### src/rtl/pool_pkg.sv
// Shared types and the quantizer used by the pooled-output writer.
package pool_pkg;

    localparam int OUT_WIDTH = 16;

    typedef enum logic [1:0] {
        IDLE,
        RUN,
        DRAIN,
        DONE
    } state_t;

    // Optional ReLU, arithmetic right shift, then clamp to a signed out_width range.
    function automatic logic signed [63:0] sat_shift(
        input logic signed [63:0] v,
        input int                 shift,
        input int                 out_width,
        input bit                 relu
    );
        logic signed [63:0] r;
        logic signed [63:0] hi;
        logic signed [63:0] lo;
        r  = (relu && (v < 0)) ? 64'sd0 : v;
        r  = r >>> shift;
        hi = (64'sd1 <<< (out_width - 1)) - 64'sd1;
        lo = -hi - 64'sd1;
        if (r > hi) begin
            r = hi;
        end else if (r < lo) begin
            r = lo;
        end
        return r;
    endfunction

endpackage

### src/rtl/sync_fifo.sv
// Single-clock FIFO with full/empty flags; push and pop may happen in the same cycle, even when full.
module sync_fifo #(
    parameter int WIDTH = 8,
    parameter int DEPTH = 4
) (
    input  logic             clk,
    input  logic             rst,
    input  logic             push,
    input  logic             pop,
    input  logic [WIDTH-1:0] wdata,
    output logic [WIDTH-1:0] rdata,
    output logic             full,
    output logic             empty
);
    localparam int PW = $clog2(DEPTH);

    logic [WIDTH-1:0] mem [DEPTH];
    logic [PW-1:0]    wr_ptr;
    logic [PW-1:0]    rd_ptr;
    logic [PW:0]      count;
    logic             do_push;
    logic             do_pop;

    assign empty   = (count == '0);
    assign full    = (count == (PW+1)'(DEPTH));
    assign do_pop  = pop && !empty;
    assign do_push = push && (!full || do_pop);
    assign rdata   = mem[rd_ptr];

    // NOTE: sequential state uses non-blocking assignments so every flop samples pre-edge values.
    always_ff @(posedge clk) begin
        if (rst) begin
            wr_ptr <= '0;
            rd_ptr <= '0;
            count  <= '0;
        end else begin
            if (do_push) wr_ptr <= wr_ptr + 1'b1;
            if (do_pop)  rd_ptr <= rd_ptr + 1'b1;
            case ({do_push, do_pop})
                2'b10:   count <= count + 1'b1;
                2'b01:   count <= count - 1'b1;
                default: count <= count;
            endcase
        end
    end

    // NOTE: storage is deliberately not reset; the pointers and count alone define what is valid.
    always_ff @(posedge clk) begin
        if (do_push) mem[wr_ptr] <= wdata;
    end

endmodule

### src/rtl/pool_ofm_writer.sv
// Quantizes the pooled stream and writes it, channel-major, into the OFM buffer through a small FIFO.
module pool_ofm_writer
    import pool_pkg::*;
#(
    parameter int DATA_WIDTH = 32,
    parameter int OUT_WIDTH  = pool_pkg::OUT_WIDTH,
    parameter int OFM_SIZE   = 23,
    parameter int CI         = 3,
    parameter int SHIFT      = 8,
    parameter int RELU       = 1,
    parameter int FIFO_DEPTH = 4,
    parameter int ADDR_WIDTH = $clog2(CI * OFM_SIZE * OFM_SIZE)
) (
    input  logic                  clk,
    input  logic                  rst,
    input  logic                  start,
    input  logic                  in_valid,
    input  logic [DATA_WIDTH-1:0] data_in,
    output logic                  mem_we,
    output logic [ADDR_WIDTH-1:0] mem_addr,
    output logic [OUT_WIDTH-1:0]  mem_wdata,
    input  logic                  mem_ready,
    output logic                  busy,
    output logic                  done,
    output logic                  overflow
);
    localparam int                  TOTAL   = CI * OFM_SIZE * OFM_SIZE;
    localparam logic [ADDR_WIDTH:0] TOTAL_C = (ADDR_WIDTH+1)'(TOTAL);
    localparam int                  FW      = ADDR_WIDTH + OUT_WIDTH;

    state_t                state;
    logic [ADDR_WIDTH:0]   cnt;
    logic                  accept;
    logic [OUT_WIDTH-1:0]  q_word;

    logic                  s1_valid;
    logic [ADDR_WIDTH-1:0] s1_addr;
    logic [OUT_WIDTH-1:0]  s1_word;

    logic                  fifo_push;
    logic                  fifo_pop;
    logic                  fifo_full;
    logic                  fifo_empty;
    logic [FW-1:0]         fifo_head;
    logic                  drop;

    logic [ADDR_WIDTH-1:0] last_addr;
    logic [OUT_WIDTH-1:0]  last_word;

    // The counter stops at TOTAL, so no out-of-frame address can ever be tagged.
    assign accept = in_valid && (state == RUN) && (cnt != TOTAL_C);
    assign q_word = OUT_WIDTH'(sat_shift(64'(signed'(data_in)), SHIFT, OUT_WIDTH, RELU != 0));

    assign mem_we    = !fifo_empty;
    assign fifo_pop  = mem_we && mem_ready;
    assign fifo_push = s1_valid && (!fifo_full || fifo_pop);
    assign drop      = s1_valid && fifo_full && !fifo_pop;

    // With nothing queued the bus keeps showing the last word written.
    assign mem_addr  = fifo_empty ? last_addr : fifo_head[FW-1:OUT_WIDTH];
    assign mem_wdata = fifo_empty ? last_word : fifo_head[OUT_WIDTH-1:0];

    sync_fifo #(
        .WIDTH (FW),
        .DEPTH (FIFO_DEPTH)
    ) u_fifo (
        .clk   (clk),
        .rst   (rst),
        .push  (fifo_push),
        .pop   (fifo_pop),
        .wdata ({s1_addr, s1_word}),
        .rdata (fifo_head),
        .full  (fifo_full),
        .empty (fifo_empty)
    );

    always_ff @(posedge clk) begin
        if (rst) begin
            state    <= IDLE;
            cnt      <= '0;
            busy     <= 1'b0;
            done     <= 1'b0;
            overflow <= 1'b0;
        end else begin
            done <= 1'b0;
            if (accept) cnt <= cnt + 1'b1;
            if (drop)   overflow <= 1'b1;
            case (state)
                IDLE: begin
                    if (start) begin
                        state    <= RUN;
                        busy     <= 1'b1;
                        cnt      <= '0;
                        overflow <= 1'b0;
                    end
                end
                RUN: begin
                    if (cnt == TOTAL_C) state <= DRAIN;
                end
                DRAIN: begin
                    if (fifo_empty && !s1_valid) begin
                        state <= DONE;
                        busy  <= 1'b0;
                        done  <= 1'b1;
                    end
                end
                default: state <= IDLE;
            endcase
        end
    end

    always_ff @(posedge clk) begin
        if (rst) begin
            s1_valid  <= 1'b0;
            s1_addr   <= '0;
            s1_word   <= '0;
            last_addr <= '0;
            last_word <= '0;
        end else begin
            s1_valid <= accept;
            if (accept) begin
                s1_addr <= cnt[ADDR_WIDTH-1:0];
                s1_word <= q_word;
            end
            if (fifo_pop) begin
                last_addr <= fifo_head[FW-1:OUT_WIDTH];
                last_word <= fifo_head[OUT_WIDTH-1:0];
            end
        end
    end

endmodule
### config.mk
export PLATFORM = sky130hd
export DESIGN_NAME = pool_ofm_writer
export DESIGN_NICKNAME = d
export VERILOG_FILES = /design/src/rtl/pool_pkg.sv /design/src/rtl/sync_fifo.sv /design/src/rtl/pool_ofm_writer.sv
export SDC_FILE = /design/constraint.sdc
export NUM_CORES = 1
export LEC_CHECK = 0
export ABC_AREA = 1
export BUFFER_PORTS_ARGS = -buffer_cell sky130_fd_sc_hd__buf_2
export CORE_MARGIN = 10
export CORE_UTILIZATION = 45
export CTS_CLUSTER_DIAMETER = 120
export DETAILED_ROUTE_END_ITERATION = 10
export GPL_ROUTABILITY_DRIVEN = 0
export SETUP_SLACK_MARGIN = 0.15
export SYNTH_ARGS = -nofsm -noshare
export SYNTH_HDL_FRONTEND = slang
export SYNTH_HIERARCHICAL = 1
export SYNTH_SLANG_ARGS = --single-unit
### constraint.sdc
create_clock -name clk -period 3.6 [get_ports clk]
set_input_delay 0.72 -clock clk [delete_from_list [all_inputs] [get_ports clk]]
set_output_delay 0.72 -clock clk [all_outputs]
set_load 0.05 [all_outputs]
* After elaboration in Yosys (flattened, before gate mapping) *
Memories as Yosys holds them, arrays and structs flattened. A register that Yosys moved wholly into a read port is not among the register bits.
Index checks and enable logic that the tools add are counted.
W data, S select, Z words.

cells by class
  reduce and logical (&&, ||, !) cells = 22
  bitwise gates (word level) = 1
  add/subtract/negate cells = 5
  mux-type cells = 24
  magnitude comparators = 3
  equality and inequality tests = 10

operator list
  kind                     number
  $mux W64                 1
  $gt A56 B16 Y1 const B   1
  $lt A56 B16 Y1 const B   1
  $mux W16                 3
  $mux W12                 3
  $lt A32 B1 Y1 const B    1
  $add A12 B1 Y12 const B  1
  $eq A12 B11 Y1 const B   1
  $ne A12 B11 Y1 const B   1
  $mux W11                 1
  $mux W2                  5
  $logic_and A1 B1 Y1      9
  $mux W1                  8
  $pmux W2 S3              1
  $pmux W3 S2              1
  $reduce_and A3 Y1        2
  $add A2 B1 Y2 const B    2
  $eq A2 B1 Y1 const B     2
  $eq A2 B2 Y1 const B     2
  $logic_not A1 Y1         4
  $ne A2 B2 Y1 const B     2
  $reduce_bool A2 Y1       2
  $add A3 B1 Y3 const B    1
  $eq A3 B3 Y1 const B     1
  8 further kinds          9

word-level totals
  RAM bits = 108
  output and inout port bits = 31
  register bits = 79
  word-level logic and storage cells = 79
  input port bits = 37
  memories kept = 1

memory list
  name        depth  bits a word  read ports  clocked after memory_dff  write ports  line             RTL
  u_fifo.mem  4      27           1           1                         1            sync_fifo.sv:17  logic [WIDTH-1:0] mem [DEPTH];

* Longest topological paths before layout *
Gate-level depths: netlist (run 1).

  depth in word-level cells = 8
  mapped depth = 16
  depth with buffers taken out = 14

* By module *
The synthesis (run 1) kept the hierarchy.

modules (own cells, without submodules)
  module           cells an instance  seq. area each (µm²)  times used  area each (µm²)
  sync_fifo        325                3,423.3               1           4,463.0
  pool_ofm_writer  492                1,441.4               1           3,392.0

* Least setup slack after synthesis (run 1) *
No wires, ideal clock.

  kind = input-to-reg
  from = input port mem_ready
  to = memory u_fifo/mem[0][0] (netlist name) (enable)
  stages on the path = 6
  buffers on the path = 2
  setup slack = 0.391 ns
  library setup time = 0.411 ns
  arrival time = 2.798 ns
  data required time = 3.189 ns
  path through = nand2_1 -> buf_2 -> clkbuf_1 -> a21oi_1 -> o21ai_4 -> nor2_1

between the ends
  longest elaborated chain between the ends = 6
  elaborated cells on any way between the ends = 8
  those cells by class = 2 x mux; 6 x reduce/logical

RTL lines
  what                           line                   RTL
  start, declared                pool_ofm_writer.sv:22  input logic mem_ready,
  $logic_and A1 B1 Y1            pool_ofm_writer.sv:55  assign fifo_pop = mem_we && mem_ready;
  $logic_or A1 B1 Y1             pool_ofm_writer.sv:56  assign fifo_push = s1_valid && (!fifo_full || fifo_pop);
  $logic_and A1 B1 Y1            pool_ofm_writer.sv:56
  named net fifo_push            pool_ofm_writer.sv:40  logic fifo_push;
  $logic_and A1 B1 Y1            sync_fifo.sv:27        assign do_push = push && (!full || do_pop);
  $mux W1                        sync_fifo.sv:49        if (do_push) mem[wr_ptr] <= wdata;
  $mux W1 (not written as such)  sync_fifo.sv:49
  end, declared                  sync_fifo.sv:17

The timed path passes the listed nets, and every way through them passes these cells.

==> summary.log, run 1 <==
[grt] initial antenna violation count 0
[yosys] number of nets in the synthesized netlist 864
[floorplan] die area 23100 um^2
[worst_setup_path] slowest CP cell sky130_fd_sc_hd__inv_2
[worst_setup_path] kind of critical path reg -> out
[worst_setup_path] Worst Path Required 2.88 ns
[yosys] Netlist Area Pre-Place 7860 um^2
[timing] setup clock skew after layout 0.00904 ns
[clocking] Post-CTS Hold Fix Bufs 0
[floorplan] Placement Rows 48
[detailed_routing] number of DRC violations after detailed-routing iteration 0 514
[worst_setup_path] maximum cell stage delay along the critical path 0.38 ns
[worst_hold_path] Tightest Hold Check Type reg -> reg
[run] reported max-cap violation count 0
[final_layout] Nets 913
[worst_hold_path] instance count along the most critical hold path 2
[timing] final critical delay including setup and external delays 3.02 ns
[yosys] largest cells by area after synthesis sky130_fd_sc_hd__edfxtp_1, sky130_fd_sc_hd__dfxtp_1, sky130_fd_sc_hd__o21ai_0
[worst_setup_path] Setup crit end kind output pin
[worst_setup_path] reg-to-reg critical path startpoint u_fifo/count[0]
[detailed_routing] average detailed-routed wire length per instance 15.1 um
[power_and_ir_drop] total power consumption of the routed design 6.02 mW
[clocking] Num CTS Buffers 17
[detailed_routing] via density per instance 5.12
[yosys] Synth Area in Adders 1.69%
[worst_hold_path] Hold EP last_word[8]
[worst_setup_path] path depth of the worst reg2reg path 9
[grt] number of global-route vias before repair 5310
[detailed_routing] final routed DRC violation total 0
[power_and_ir_drop] LEAKAGE 3.45 nW
[yosys] cell accounting for the most synthesized area sky130_fd_sc_hd__edfxtp_1
[place] count of port buffers added during placement 59
[yosys] commonest register cell after synthesis sky130_fd_sc_hd__edfxtp_1
[clocking] number of setup buffers added after CTS 0
[floorplan] die outline width 152 um
[grt] total global routing overflow 0
[place] minimum setup slack after placement 1.01 ns
[detailed_routing] overall via count from detail_route 5650
[timing] RSZ-0062 raised after global routing no
[yosys] portion of the post-synthesis area used by sequential elements 61.9%
[grt] global-route total usage across every layer 14.3%
[yosys] commonest cells in the synthesized netlist sky130_fd_sc_hd__nand2_1, sky130_fd_sc_hd__o21ai_0, sky130_fd_sc_hd__edfxtp_1
[timing] slew at the pin closest to its max-slew limit 1.03 ns
[yosys] share of flip-flops with an asynchronous set or reset 0%
[worst_hold_path] worst hold path startpoint last_word[8]
[timing] crit share post-route 83.8%
[floorplan] vertical extent of the die 152 um
[yosys] Avg Cell Area, Syn 9.61 um^2
[place] HPWL reported at the end of detailed placement 10800 um
[yosys] total number of yosys warnings 6
[worst_setup_path] Critical Path, Cell by Cell inv_2 -> buf_4 -> nor2_1 -> o22ai_1 -> nand2_1 -> o21ai_0 -> buf_2
[timing] Rel. slew slack 31.0%
[timing] maximum achievable frequency 332 MHz
[power_and_ir_drop] pwr dens 672 nW/um^2
[yosys] EDFF count, synth 108
[clocking] clock tree root buffer cell sky130_fd_sc_hd__clkbuf_16
[worst_setup_path] reg2reg end u_fifo/mem[2][25]
[yosys] cell with the most instances after synthesis sky130_fd_sc_hd__nand2_1
[floorplan] Initial Util 45.7%
[clocking] count of H-tree levels built during CTS 4
[final_layout] number of antenna repair diodes 0
[worst_setup_path] worst-path fanout max 30
[worst_setup_path] critical path arrival 2.30 ns
[floorplan] core region area 17200 um^2
[clocking] maximum buffer depth of the clock tree 2
[clocking] register clock-pin slew on the reported worst setup and hold paths 0.06 ns
[yosys] Synth Register Bits 189
[yosys] main combinational cell family by area after synthesis simple AND/OR/NAND/NOR gates
[timing] fin worst setup slack 0.584 ns
[yosys] synthesized-area fraction occupied by and/or/nand/nor cells 15.8%
[clocking] CTS tree yes
[detailed_routing] WL final 16700 um
[yosys] share of the synthesized area in compound gates (AO/OA/AOI/OAI) 13.7%
[worst_setup_path] cell type group with the largest total delay on the critical path buffers and inverters
[floorplan] io pins 68
[clocking] clk sink count 189
[timing] final setup TNS 0 ns
[power_and_ir_drop] IR drop worst, VDD 0.352 mV
[worst_setup_path] Critical Path Start Type flip-flop
[grt] maximum number of pins on one net before global-route repair 56
[yosys] XOR/XNOR share of the synthesized area 0.558%
[yosys] count of mapped cells out of synthesis 817
[clocking] clock latency on the worst-skew pair 0.42 ns
[worst_setup_path] flop-to-flop setup slack 1.35 ns
[yosys] unique cell type count in the Yosys netlist 33
[yosys] fraction of synthesized cell area taken by the top area cell type 41.3%
[detailed_routing] first-pass iteration count of the detailed router 5
[grt] global-route wire length before repair 27000 um
[detailed_routing] post-route ant nets 0
[clocking] cts repair resizes 0
[worst_setup_path] buffers and inverters on the worst path 3
[timing] Final Hold Viols 0
[timing] max-slew violation total from the final report 0
[yosys] proportion of synthesized area in mux cells 0%
[final_layout] share of cells above drive strength 1 14.9%
[final_layout] area added between synthesis and finish 14.0%
[outcome] outcome finished clean
[timing] number of endpoints failing setup at the final stage 0
==> worst reg2reg max path: stages (launching register included) <==
cell and delay [ns]:
sky130_fd_sc_hd__dfxtp_1 0.38, sky130_fd_sc_hd__nor2_2 0.07, sky130_fd_sc_hd__nand2_2 0.09, sky130_fd_sc_hd__inv_1 0.06, sky130_fd_sc_hd__inv_1 0.10, sky130_fd_sc_hd__nand2_1 0.09
sky130_fd_sc_hd__a21oi_1 0.40, sky130_fd_sc_hd__o21ai_4 0.19, sky130_fd_sc_hd__nor2_2 0.11, sky130_fd_sc_hd__buf_4 0.40
==> worst max-delay path by stage <==
stage	startpoint	end	slack (ns)	cells past startpoint
final	flip-flop	mem_wdata[13]	0.58	7
after global placement	flip-flop	mem_wdata[13]	1.07	7
after global routing	flip-flop	mem_wdata[13]	0.38	7
after detailed placement	flip-flop	mem_wdata[13]	1.01	7
after floorplan	mem_ready	u_fifo/mem[0][0]	0.39	6
after CTS	flip-flop	mem_wdata[13]	0.55	7
==> stage by stage <==
step | hold slack (ns) | cells | util [%] | instance area [um^2]
after global placement | 0.432 | 1072 | 48.5 | 8330
after CTS | 0.447 | 1104 | 52.1 | 8960
after global routing | 0.463 | 1104 | 52.1 | 8960
after detailed placement | 0.437 | 1072 | 48.5 | 8330
after floorplan | 0.424 | 817 | - | 7860
final | 0.444 | 1104 | 52.1 | 8960
==> cells in the final DEF (no fill, tap or decap), types with 3 or more instances in the layout <==
master,instances
sky130_fd_sc_hd__buf_2,59
sky130_fd_sc_hd__inv_1,68
sky130_fd_sc_hd__a21oi_1,41
sky130_fd_sc_hd__clkbuf_16,19
sky130_fd_sc_hd__o21ai_1,10
sky130_fd_sc_hd__nand2_1,141
sky130_fd_sc_hd__nand4_1,5
sky130_fd_sc_hd__nor2_1,100
sky130_fd_sc_hd__o22ai_1,27
sky130_fd_sc_hd__inv_2,4
sky130_fd_sc_hd__clkinv_2,3
sky130_fd_sc_hd__nand3_1,17
sky130_fd_sc_hd__clkbuf_1,3
sky130_fd_sc_hd__edfxtp_1,108
sky130_fd_sc_hd__nand3_2,12
sky130_fd_sc_hd__nand2_2,4
sky130_fd_sc_hd__nor2_2,6
sky130_fd_sc_hd__buf_4,14
sky130_fd_sc_hd__o21ai_0,122
sky130_fd_sc_hd__nor3_1,5
sky130_fd_sc_hd__ha_1,9
sky130_fd_sc_hd__dfxtp_1,81
sky130_fd_sc_hd__xor2_1,5
sky130_fd_sc_hd__bufinv_16,3
==> sequential cells by signal (all words and copies together) (netlist names), named ones only <==
| register | count |
|---|---|
| busy | 1 |
| cnt | 12 |
| done | 1 |
| last_addr | 11 |
| last_word | 16 |
| overflow | 1 |
| s1_addr | 11 |
| s1_valid | 1 |
| s1_word | 16 |
| state | 2 |
| u_fifo/count | 3 |
| u_fifo/mem | 108 |
| u_fifo/rd_ptr | 2 |
| u_fifo/wr_ptr | 2 |
==> report_power, final <==
part | internal (mW) | switching [mW] | leakage, nW
Clock | 1.19 | 0.761 | 0.304
Sequential | 2.56 | 0.161 | 1.66
Combinational | 0.332 | 1.01 | 1.49
Total | 4.09 | 1.93 | 3.45
==> layer usage <==
| metal | track usage (%) | part of all wire, % |
|---|---|---|
| met2 | 21.4 | 43 |
| met3 | 4.83 | 6.6 |
| met5 | 0 | 0 |
| met4 | 4.03 | 1.0 |
| met1 | 19.3 | 49 |
==> layout make-up <==
type                    count  area (um^2)
clock inverters             9          129
repair buffers             73          400
well taps                 225          282
fillers                  1538         8220
inverters                  73          274
multi-input cells         512         2510
flip-flops and latches    189         4860
clock buffers              23          500
==> logic make-up after synthesis <==
family          after synthesis
flops                       189
xor+xnor                      5
simple gates                292
buf+inv                     116
fa+ha+maj                    10
compound gates              205
No activity file was read; power rests on OpenSTA's default activity.
==> run 2: changes to the inputs <==
--- a/config.mk
+++ b/config.mk
@@ -5,7 +5,7 @@
 export SDC_FILE = /design/constraint.sdc
 export NUM_CORES = 1
 export LEC_CHECK = 0
-export ABC_AREA = 1
+export ABC_AREA = 0
 export BUFFER_PORTS_ARGS = -buffer_cell sky130_fd_sc_hd__buf_2
 export CORE_MARGIN = 10
 export CORE_UTILIZATION = 45
==> constraint.sdc (replaced) <==
create_clock -name clk -period 2.8 [get_ports clk]
set_input_delay 0.56 -clock clk [delete_from_list [all_inputs] [get_ports clk]]
set_output_delay 0.56 -clock clk [all_outputs]
set_load 0.05 [all_outputs]
==> run 2 against run 1 <==
Effect of this change:
- sequential share of layout area decreased by 1.1 points
- global-route usage increased by 1.3 points
- critical endpoint is now mem_wdata[1]
- sequential cell count unchanged
- register-to-register slack got worse by 1.1 ns
- die area decreased by 1.7%
- power increased by 1.1%
- first-iteration DRC count decreased by 27%
==> summary.log, run 2 <==
[detailed_routing] first-pass iteration count of the detailed router 5
[power_and_ir_drop] LEAKAGE 3.17 nW
[floorplan] core region area 16700 um^2
[worst_hold_path] Hold EP s1_word[0]
[detailed_routing] post-route ant nets 0
[final_layout] most common library cell in the layout ignoring fill and taps sky130_fd_sc_hd__edfxtp_1
[clocking] clock tree root buffer cell sky130_fd_sc_hd__clkbuf_16
[timing] slew at the pin closest to its max-slew limit 0.547 ns
[yosys] largest cells by area after synthesis sky130_fd_sc_hd__edfxtp_1, sky130_fd_sc_hd__dfxtp_1, sky130_fd_sc_hd__mux4_2
[floorplan] Placement Rows 47
[outcome] outcome finished clean
[yosys] share of flip-flops with an asynchronous set or reset 0%
[place] DP Area 8250 um^2
[yosys] Avg Cell Area, Syn 13.2 um^2
[floorplan] Initial Util 46.1%
[grt] total global routing overflow 0
[clocking] Num CTS Buffers 17
[worst_setup_path] kind of critical path reg -> out
[worst_setup_path] reg2reg end u_fifo/count[2]
[yosys] Netlist Area Pre-Place 7700 um^2
[run] reported max-cap violation count 0
[yosys] number of nets in the synthesized netlist 632
[power_and_ir_drop] pwr dens 664 nW/um^2
[yosys] commonest register cell after synthesis sky130_fd_sc_hd__edfxtp_1
[clocking] register clock-pin slew on the reported worst setup and hold paths 0.07 ns
[timing] number of endpoints failing setup at the final stage 0
[grt] initial antenna violation count 0
[yosys] portion of the post-synthesis area used by sequential elements 63.1%
[worst_setup_path] Setup crit end kind output pin
[yosys] EDFF count, synth 108
[yosys] cell with the most instances after synthesis sky130_fd_sc_hd__edfxtp_1
[timing] crit share post-route 93.3%
[timing] final critical delay including setup and external delays 2.61 ns
[clocking] clock latency on the worst-skew pair 0.43 ns
[final_layout] number of filler instances in the final layout 1399
[floorplan] die outline width 151 um
[yosys] commonest cells in the synthesized netlist sky130_fd_sc_hd__edfxtp_1, sky130_fd_sc_hd__nand2_1, sky130_fd_sc_hd__dfxtp_1
[grt] maximum number of pins on one net before global-route repair 40
[worst_setup_path] path depth of the worst reg2reg path 12
[final_layout] Top Registers u_fifo/mem (108), last_word (16), s1_word (16)
[power_and_ir_drop] IR drop worst, VDD 0.456 mV
[timing] setup clock skew after layout 0.0133 ns
[final_layout] number of flip-flops under the largest register name 108
[timing] max-slew violation total from the final report 0
[yosys] cell accounting for the most synthesized area sky130_fd_sc_hd__edfxtp_1
[place] count of port buffers added during placement 59
[worst_setup_path] reg-to-reg critical path startpoint u_fifo/count[1]
[worst_setup_path] Worst Path Required 2.24 ns
[detailed_routing] average detailed-routed wire length per instance 19.3 um
[yosys] count of mapped cells out of synthesis 585
[worst_setup_path] critical path arrival 2.05 ns
[worst_setup_path] worst-path fanout max 7
[detailed_routing] overall via count from detail_route 4789
[detailed_routing] WL final 17000 um
[yosys] fraction of synthesized cell area taken by the top area cell type 42.1%
[yosys] total number of yosys warnings 6
[final_layout] share of cells above drive strength 1 28.5%
[clocking] CTS tree yes
[clocking] clk sink count 189
[place] HPWL reported at the end of detailed placement 10200 um
[detailed_routing] number of DRC violations after detailed-routing iteration 0 375
[final_layout] area added between synthesis and finish 19.0%
[worst_setup_path] flop-to-flop setup slack 0.30 ns
[detailed_routing] top layer in use met4
[final_layout] final design area excluding fillers 9170 um^2
[final_layout] largest register by flop count u_fifo/mem
[yosys] Synth Register Bits 189
[detailed_routing] DR WL met2 8080 um
[final_layout] leading cell types in the layout, fill and taps excluded sky130_fd_sc_hd__edfxtp_1, sky130_fd_sc_hd__nand2_1, sky130_fd_sc_hd__dfxtp_1
[final_layout] Nets 696
[worst_hold_path] worst hold path startpoint data_in[8]
[detailed_routing] met1 routed wirelength after detailed routing 7910 um
[clocking] maximum buffer depth of the clock tree 2
[clocking] count of H-tree levels built during CTS 4
[grt] number of global-route vias before repair 4922
[grt] global-route total usage across every layer 15.6%
[worst_hold_path] Tightest Hold Check Type in -> reg
[timing] Rel. slew slack 63.4%
[timing] Final Hold Viols 0
[detailed_routing] final routed DRC violation total 0
[floorplan] vertical extent of the die 151 um
[timing] RSZ-0062 raised after global routing yes
[worst_hold_path] instance count along the most critical hold path 3
[detailed_routing] via density per instance 5.42
[timing] final setup TNS 0 ns
[floorplan] die area 22800 um^2
[grt] global-route wire length before repair 27100 um
[worst_setup_path] Critical Path Start Type flip-flop
[timing] maximum achievable frequency 383 MHz
[yosys] unique cell type count in the Yosys netlist 54
[floorplan] io pins 68
[detailed_routing] Routed met3 length 798 um
[run 2: changes by cell type after synthesis, moves of 55 or more]
cell                      change
sky130_fd_sc_hd__nor2_1      -83
sky130_fd_sc_hd__o21ai_0     -92
sky130_fd_sc_hd__inv_1       -57
sky130_fd_sc_hd__nand2_1     -55
[run 2: final cells by class]
type                    count  area [um^2]  share of cell area [%]
flip-flops and latches    189         4870                    53.2
multi-input cells         348         2640                    28.8
repair buffers             80          716                    7.81
clock buffers              23          489                    5.34
well taps                 220          275                    3.00
clock inverters             9          109                    1.19
inverters                  13         60.1                   0.655
diodes                      1         2.50                  0.0273
[run 2: repair_timing]
item	CTS	global route
endpoints found under the setup margin	27	129
pin swaps	1	0
gates resized for setup	42	23
setup buffers	2	1
gates cloned	3	2
hold buffers	0	0
[run 2: per-stage QoR]
step / total power [mW] / worst slack [ns] / cells / util, % / hold WS, ns
detailed placement: 3.73 / 0.202 / 842 / 49.4 / 0.447
finish: 6.09 / 0.187 / 883 / 54.9 / 0.430
global route: 6.34 / 0.124 / 882 / 54.9 / 0.443
floorplan: 3.57 / 0.0652 / 585 / - / 0.433
global placement: 3.70 / 0.220 / 842 / 49.4 / 0.438
CTS: 6.14 / 0.153 / 879 / 54.2 / 0.416
[run 2: worst max-delay path, cell delays in order, from the launching register on]
cell                      delay [ns]
sky130_fd_sc_hd__dfxtp_4        0.44
sky130_fd_sc_hd__buf_12         0.17
sky130_fd_sc_hd__mux4_2         0.54
sky130_fd_sc_hd__mux2_2         0.28
sky130_fd_sc_hd__buf_4          0.19
[run 2: cells by family after synthesis]
kind of cell,Yosys count,synth area share [%]
adder cells (fa/ha/maj),10,1.72
multiplexers,70,13.9
XOR/XNOR,13,1.48
flip-flops,189,63.1
AO/OA/AOI/OAI,90,6.53
AND/OR/NAND/NOR,165,10.3
buffers and inverters,48,2.91
[run 2: power by group]
group          internal [mW]  total (mW)  switching [mW]  leakage [nW]
Clock                   1.42        2.42           0.996         0.293
Combinational          0.211       0.542           0.331          1.23
Sequential              3.05        3.13          0.0764          1.65
Total                   4.68        6.09            1.40          3.17
[run 2: per-layer routing]
layer  vias up  track usage [%]
met5         -                0
met4         0             4.81
met3        23             4.21
met2       116             24.3
met1      2373             20.9
li1       2277                -
[run 2: worst max-delay path by stage]
| stage | startpoint | endpoint | slack, ns | cells after the start |
|---|---|---|---|---|
| 2_1_floorplan | u_fifo/count[0] | u_fifo/count[2] | 0.07 | 15 |
| 3_3_place_gp | u_fifo/count[1] | u_fifo/mem[2][26] | 0.22 | 8 |
| 3_5_place_dp | u_fifo/count[1] | u_fifo/mem[3][17] | 0.20 | 8 |
| 4_1_cts | flip-flop | mem_wdata[15] | 0.15 | 4 |
| 5_1_grt | flip-flop | mem_wdata[1] | 0.12 | 4 |
| 6_report | flip-flop | mem_wdata[1] | 0.19 | 4 |
